<file path="config.mk">
export PLATFORM = sky130hd
export DESIGN_NAME = inst_fetch
export DESIGN_NICKNAME = d
export VERILOG_FILES = /design/src/rtl/mips_pkg.sv /design/src/rtl/inst_fetch_pc_next.sv /design/src/rtl/inst_fetch.sv
export SDC_FILE = /design/constraint.sdc
export NUM_CORES = 1
export LEC_CHECK = 0
export BUFFER_PORTS_ARGS = -buffer_cell sky130_fd_sc_hd__buf_2
export CAP_MARGIN = 25
export CORE_AREA = 8 8 108 120
export DETAILED_ROUTE_END_ITERATION = 12
export DIE_AREA = 0 0 116 128
export GPL_TIMING_DRIVEN = 0
export PLACE_DENSITY_LB_ADDON = 0.12
export SLEW_MARGIN = 10
export SYNTH_ARGS = -nofsm -noshare
export SYNTH_HDL_FRONTEND = slang
export SYNTH_HIERARCHICAL = 1
export SYNTH_SLANG_ARGS = --single-unit
</file>
<file path="constraint.sdc">
create_clock -name clk -period 2.1 [get_ports clk]
set_input_delay 0.105 -clock clk [delete_from_list [all_inputs] [get_ports clk]]
set_output_delay 0.105 -clock clk [all_outputs]
set_load 0.01 [all_outputs]
</file>
<file path="src/rtl/mips_pkg.sv">
// Shared fetch-unit types and constants.
package mips_pkg;

   typedef enum logic [1:0] {
      FETCH = 2'd0,
      ISSUE = 2'd1,
      HALT  = 2'd2
   } fetch_state_e;

   typedef enum logic [1:0] {
      PC_HOLD  = 2'd0,
      PC_INC   = 2'd1,
      PC_REDIR = 2'd2
   } pc_sel_e;

   localparam logic [31:0] RESET_PC_DEF = 32'h0000_0000;
   localparam logic [31:0] PC_INC_BYTES = 32'd4;

endpackage

</file>
<file path="src/rtl/inst_fetch_pc_next.sv">
// Combinational next-PC mux: hold, sequential +4 from the issued PC, or aligned redirect.
module pc_next
   import mips_pkg::*;
(
   input  logic [31:0] pc_i,
   input  logic [31:0] inst_pc_i,
   input  logic [31:0] target_i,
   input  pc_sel_e     sel_i,
   output logic [31:0] pc_o
);

   always_comb begin
      pc_o = pc_i;
      unique case (sel_i)
         PC_INC:   pc_o = inst_pc_i + PC_INC_BYTES;
         PC_REDIR: pc_o = target_i & ~32'h0000_0003;
         default:  pc_o = pc_i;
      endcase
   end

endmodule

</file>
<file path="src/rtl/inst_fetch.sv">
// Instruction fetch unit: FETCH/ISSUE/HALT FSM with a single held instruction.
module inst_fetch
   import mips_pkg::*;
#(
   parameter logic [31:0] RESET_PC = RESET_PC_DEF
) (
   input  logic        clk,
   input  logic        rst_b,
   output logic        imem_req,
   output logic [31:0] imem_addr,
   input  logic        imem_ready,
   input  logic [31:0] imem_rdata,
   output logic [31:0] inst,
   output logic        inst_valid,
   input  logic        inst_accept,
   output logic [31:0] inst_pc,
   input  logic        redirect,
   input  logic [31:0] redirect_target,
   input  logic        halt_in,
   output logic        halted
);

   fetch_state_e state_q, state_d;
   pc_sel_e      pc_sel;
   logic [31:0]  pc_q, pc_d;
   logic [31:0]  inst_q, inst_pc_q;
   logic         req_q, req_d;
   logic         load_inst;

   pc_next u_pc_next (
      .pc_i      (pc_q),
      .inst_pc_i (inst_pc_q),
      .target_i  (redirect_target),
      .sel_i     (pc_sel),
      .pc_o      (pc_d)
   );

   always_ff @(posedge clk) begin
      if (!rst_b) state_q <= FETCH;
      else        state_q <= state_d;
   end

   // req_q low in FETCH marks a dead cycle (after reset or a redirect); ready is ignored then.
   always_comb begin
      state_d   = state_q;
      pc_sel    = PC_HOLD;
      req_d     = req_q;
      load_inst = 1'b0;
      unique case (state_q)
         FETCH: begin
            if (redirect) begin
               pc_sel = PC_REDIR;
               req_d  = 1'b0;
            end else begin
               req_d = 1'b1;
               if (req_q && imem_ready) begin
                  load_inst = 1'b1;
                  state_d   = ISSUE;
                  req_d     = 1'b0;
               end
            end
         end
         ISSUE: begin
            if (inst_accept && halt_in) begin
               state_d = HALT;
               req_d   = 1'b0;
            end else if (redirect) begin
               pc_sel  = PC_REDIR;
               state_d = FETCH;
               req_d   = 1'b1;
            end else if (inst_accept) begin
               pc_sel  = PC_INC;
               state_d = FETCH;
               req_d   = 1'b1;
            end
         end
         HALT: begin
            req_d = 1'b0;
         end
         default: begin
            state_d = FETCH;
            req_d   = 1'b0;
         end
      endcase
   end

   always_comb begin
      imem_req   = req_q;
      imem_addr  = pc_q;
      inst       = inst_q;
      inst_pc    = inst_pc_q;
      inst_valid = (state_q == ISSUE);
      halted     = (state_q == HALT);
   end

   always_ff @(posedge clk) begin
      if (!rst_b) begin
         pc_q      <= RESET_PC;
         inst_q    <= '0;
         inst_pc_q <= '0;
         req_q     <= 1'b0;
      end else begin
         pc_q  <= pc_d;
         req_q <= req_d;
         if (load_inst) begin
            inst_q    <= imem_rdata;
            inst_pc_q <= pc_q;
         end
      end
   end

endmodule

</file>
==> metrics.md <==
| Metric | Value |
|---|---|
| Status | finished, final reports clean |
| Final Hold Violating Endpoints | 0 |
| Type of the worst setup path | flop to flop |
| Crit path capture type | flop |
| Final nets | 801 |
| Most common cell in the netlist | nand2_1 |
| Depth of the most critical reg-to-reg path | 9 |
| Fraction of the core area covered by cells at the end of the flow | 56.7% |
| Starting DRT DRC Count | 261 |
| Count of mapped cells out of synthesis | 545 |
| Hold crit path type | input port to flop |
| Share of async-settable or async-resettable flops after synthesis | 0% |
| RR Endpoint | imem_addr[31]$_SDFF_PN0_ |
| Peak VDD IR | 0.000349 V |
| Aggregate global-route resource usage | 19.9% |
| Sum of negative setup slack | 0 ns |
| Area growth syn-to-layout | 30.5% |
| Setup Viol. Count Final | 0 |
| RSZ-0062 raised after global routing | yes |
| Cell Area, Placed | 0.00583 mm^2 |
| Place WS | -0.462 ns |
| Worst hold endpoint | inst[7]$_SDFFE_PN0P_ |
| Global-route wire length before repair | 23,300 um |
| Most area-hungry cell type in the Yosys netlist | dfxtp_1 |
| Total vias in the final route | 4,457 |
| Post-route cell area | 0.00628 mm^2 |
| Rel. slew slack | 64.8% |
| Slew at the pin closest to its max-slew limit | 0.527 ns |
| Yosys synthesis warning count | 6 |
| Area share of the leading cell type in the synthesized netlist | 41.2% |
| Average cell area after synthesis | 8.83 um^2 |
| Total power divided by cell area | 618 mW/mm^2 |
| Worst reg2reg path startpoint | state_q[1]$_SDFFE_PN0P_ |
| H-tree Lvls | 3 |
| DR vias/cell | 5.04 |
| Drt first pass iters | 5 |
| Hold-fix buffers, CTS | 0 |
| Timing-limited maximum frequency | 0.497 GHz |
| Number of sinks handled by clock tree synthesis | 99 |
| Leak | 0.00276 uW |
| Hold Startpoint | imem_rdata[7] |
| Shortest period the worst path allows | 2.01 ns |
| Critical path startpoint category | flop |
| Die Footprint | 0.0148 mm^2 |
| X dimension of the die | 116 um |
| Placement Rows | 41 |
| Initial antenna violation count | 1 |
| Post-synthesis instance area | 0.00481 mm^2 |
| Commonest cells in the netlist | nand2_1 (148), dfxtp_1 (99), mux2i_1 (64), and2_1 (33), clkbuf_1 (20) |
| Clock-pin slew on the worst setup and hold paths | 0.07 ns |
| Number of library cell types mapped by synthesis | 44 |
| Worst setup slack for register-to-register paths | 0.09 ns |
| Total chip power | 3880 uW |
| Top fanout value on the critical path | 10 |
| Height of the chip | 128 um |
| Clock Path Buffers | 2 |
| # DRC | 0 |
| Share of post-route cells with drive strength above 1 | 31.1% |
| Portion of the clock cycle consumed by the worst path in the final layout | 95.9% |
| Final wirelength | 14,800 um |
| Share of synthesized area occupied by flip-flops and latches | 41.2% |
| Signal arrival time at the worst endpoint | 2.25 ns |
| Root Buffer | clkbuf_16 |
| Detail-routed net length per standard cell | 16.7 um |
| Hold Crit Depth | 3 |
| Total gr overflow | 0 |
| Final WS setup | 0.0870 ns |
| Main flop type after synthesis | dfxtp_1 |
| Core area | 0.0111 mm^2 |
| Count of flip-flops with a built-in enable after synthesis | 0 |
| Num ports | 169 |
| Cts bufs inserted | 9 |
| Register bit total from synthesis | 99 |
| GP Congestion | 0.825 |
| Clock latency reported for the late side of the worst-skew pair | 0.33 ns |
| Setup skew after layout | 0.00911 ns |
| Via count of the first global-routing pass | 4,548 |
| HPWL reported at the end of detailed placement | 11,100 um |
| Number of nets produced by synthesis | 618 |
| Pin count of the biggest net entering global routing | 15 |
| IO buf count | 165 |
| Initial core utilization | 43.4% |
| Max Cap Viol | 0 |
| CTS tree | done |
| Post-route antenna net violation count | 0 |
| Number of max-slew violations in the final report | 0 |
| Top area cells in the synthesized netlist | dfxtp_1 (41%), mux2i_1 (13%), nand2_1 (12%), and2_1 (4.3%), a22oi_1 (2.8%) |
| Data required time of the worst path | 2.33 ns |
-- where the power goes --
part / internal, uW / total, uW / switching (uW)
clock network: 805 / 1480 / 673
logic: 202 / 443 / 241
registers: 1920 / 1960 / 36.6
-- sequential cells by signal, indices dropped and copies added, names as in the netlist --
register	flops
inst_pc	32
imem_addr	32
imem_req	1
inst	32
state_q	2
-- cell families (layout without fill, tap and decap cells) --
logic type | count (synthesis) | count (layout) | synth area share, %
muxes | 64 | 64 | 13.3
DFF | 99 | 99 | 41.2
other | 0 | 1 | 0
AOI/OAI and AO/OA | 72 | 72 | 10.0
xor gates and xnor gates | 25 | 25 | 4.55
and+or+nand+nor | 234 | 234 | 23.9
adders and majority gates | 3 | 3 | 0.780
buffers and inverters | 48 | 236 | 6.29
-- critical path, stage by stage (launching register included) --
cell,delay [ns]
dfxtp_2,0.34
nand2b_4,0.17
nor4b_4,0.26
inv_2,0.08
ha_4,0.26
buf_2,0.16
clkbuf_8,0.20
a22oi_1,0.20
o21ai_1,0.09
and2_1,0.16
-- metrics by stage --
step / hold slack [ns] / cells
final: 0.0159 / 884
after floorplan: 0.247 / 545
after global placement: 0.352 / 860
after global routing: 0.0166 / 883
after CTS: 0.00482 / 883
after detailed placement: 0.363 / 860
-- placed cells by master, fill, tap and decap left out, types with 7 or more instances in the layout --
cell type,netlist,layout
a21oi_1,7,7
nand3_1,9,9
a22oi_1,18,17
xor2_1,15,15
and2_1,33,33
nand2_1,148,147
clkbuf_1,20,20
nand4_1,9,9
mux2i_1,64,64
buf_4,3,10
clkbuf_16,0,10
buf_2,3,169
o21ai_0,11,9
dfxtp_1,99,97
xnor2_1,10,10
o21ai_1,12,14
and3_1,8,8
inv_1,13,11
-- metal layers --
metal	routed length, um	up-vias	GRT usage, %
li1	-	2212	-
met1	6160	2070	22.8
met2	7210	163	33.9
met3	1210	12	6.36
met4	207	0	6.95
met5	0	-	0
-- worst max-delay path by stage --
stage	start	end	slack [ns]	cells past startpoint
after CTS	state_q[1]$_SDFFE_PN0P_	imem_addr[31]$_SDFF_PN0_	0.009	10
after detailed placement	state_q[1]$_SDFFE_PN0P_	imem_addr[14]$_SDFF_PN0_	-0.46	10
after global placement	state_q[1]$_SDFFE_PN0P_	imem_addr[14]$_SDFF_PN0_	-0.50	10
final	state_q[1]$_SDFFE_PN0P_	imem_addr[31]$_SDFF_PN0_	0.09	9
after global routing	state_q[1]$_SDFFE_PN0P_	imem_addr[31]$_SDFF_PN0_	-0.04	10
after floorplan	state_q[1]$_SDFFE_PN0P_	imem_addr[14]$_SDFF_PN0_	0.006	10
-- layout make-up --
type	instances	area, um^2
fillers	1055	4800
well taps	150	188
inverters	13	52.6
clock inverters	2	12.5
plain buffers	35	304
repair buffers	172	876
diodes	1	2.50
multi-input cells	398	2620
clock buffers	14	244
flip-flops and latches	99	1980
-- what timing repair did --
item,4_1_cts,5_1_grt
endpoints found under the setup margin,31,30
buffers inserted,6,0
cloned,1,0
gates resized for setup,24,11
pin swaps,1,2
(Power assumes the default switching activity.)
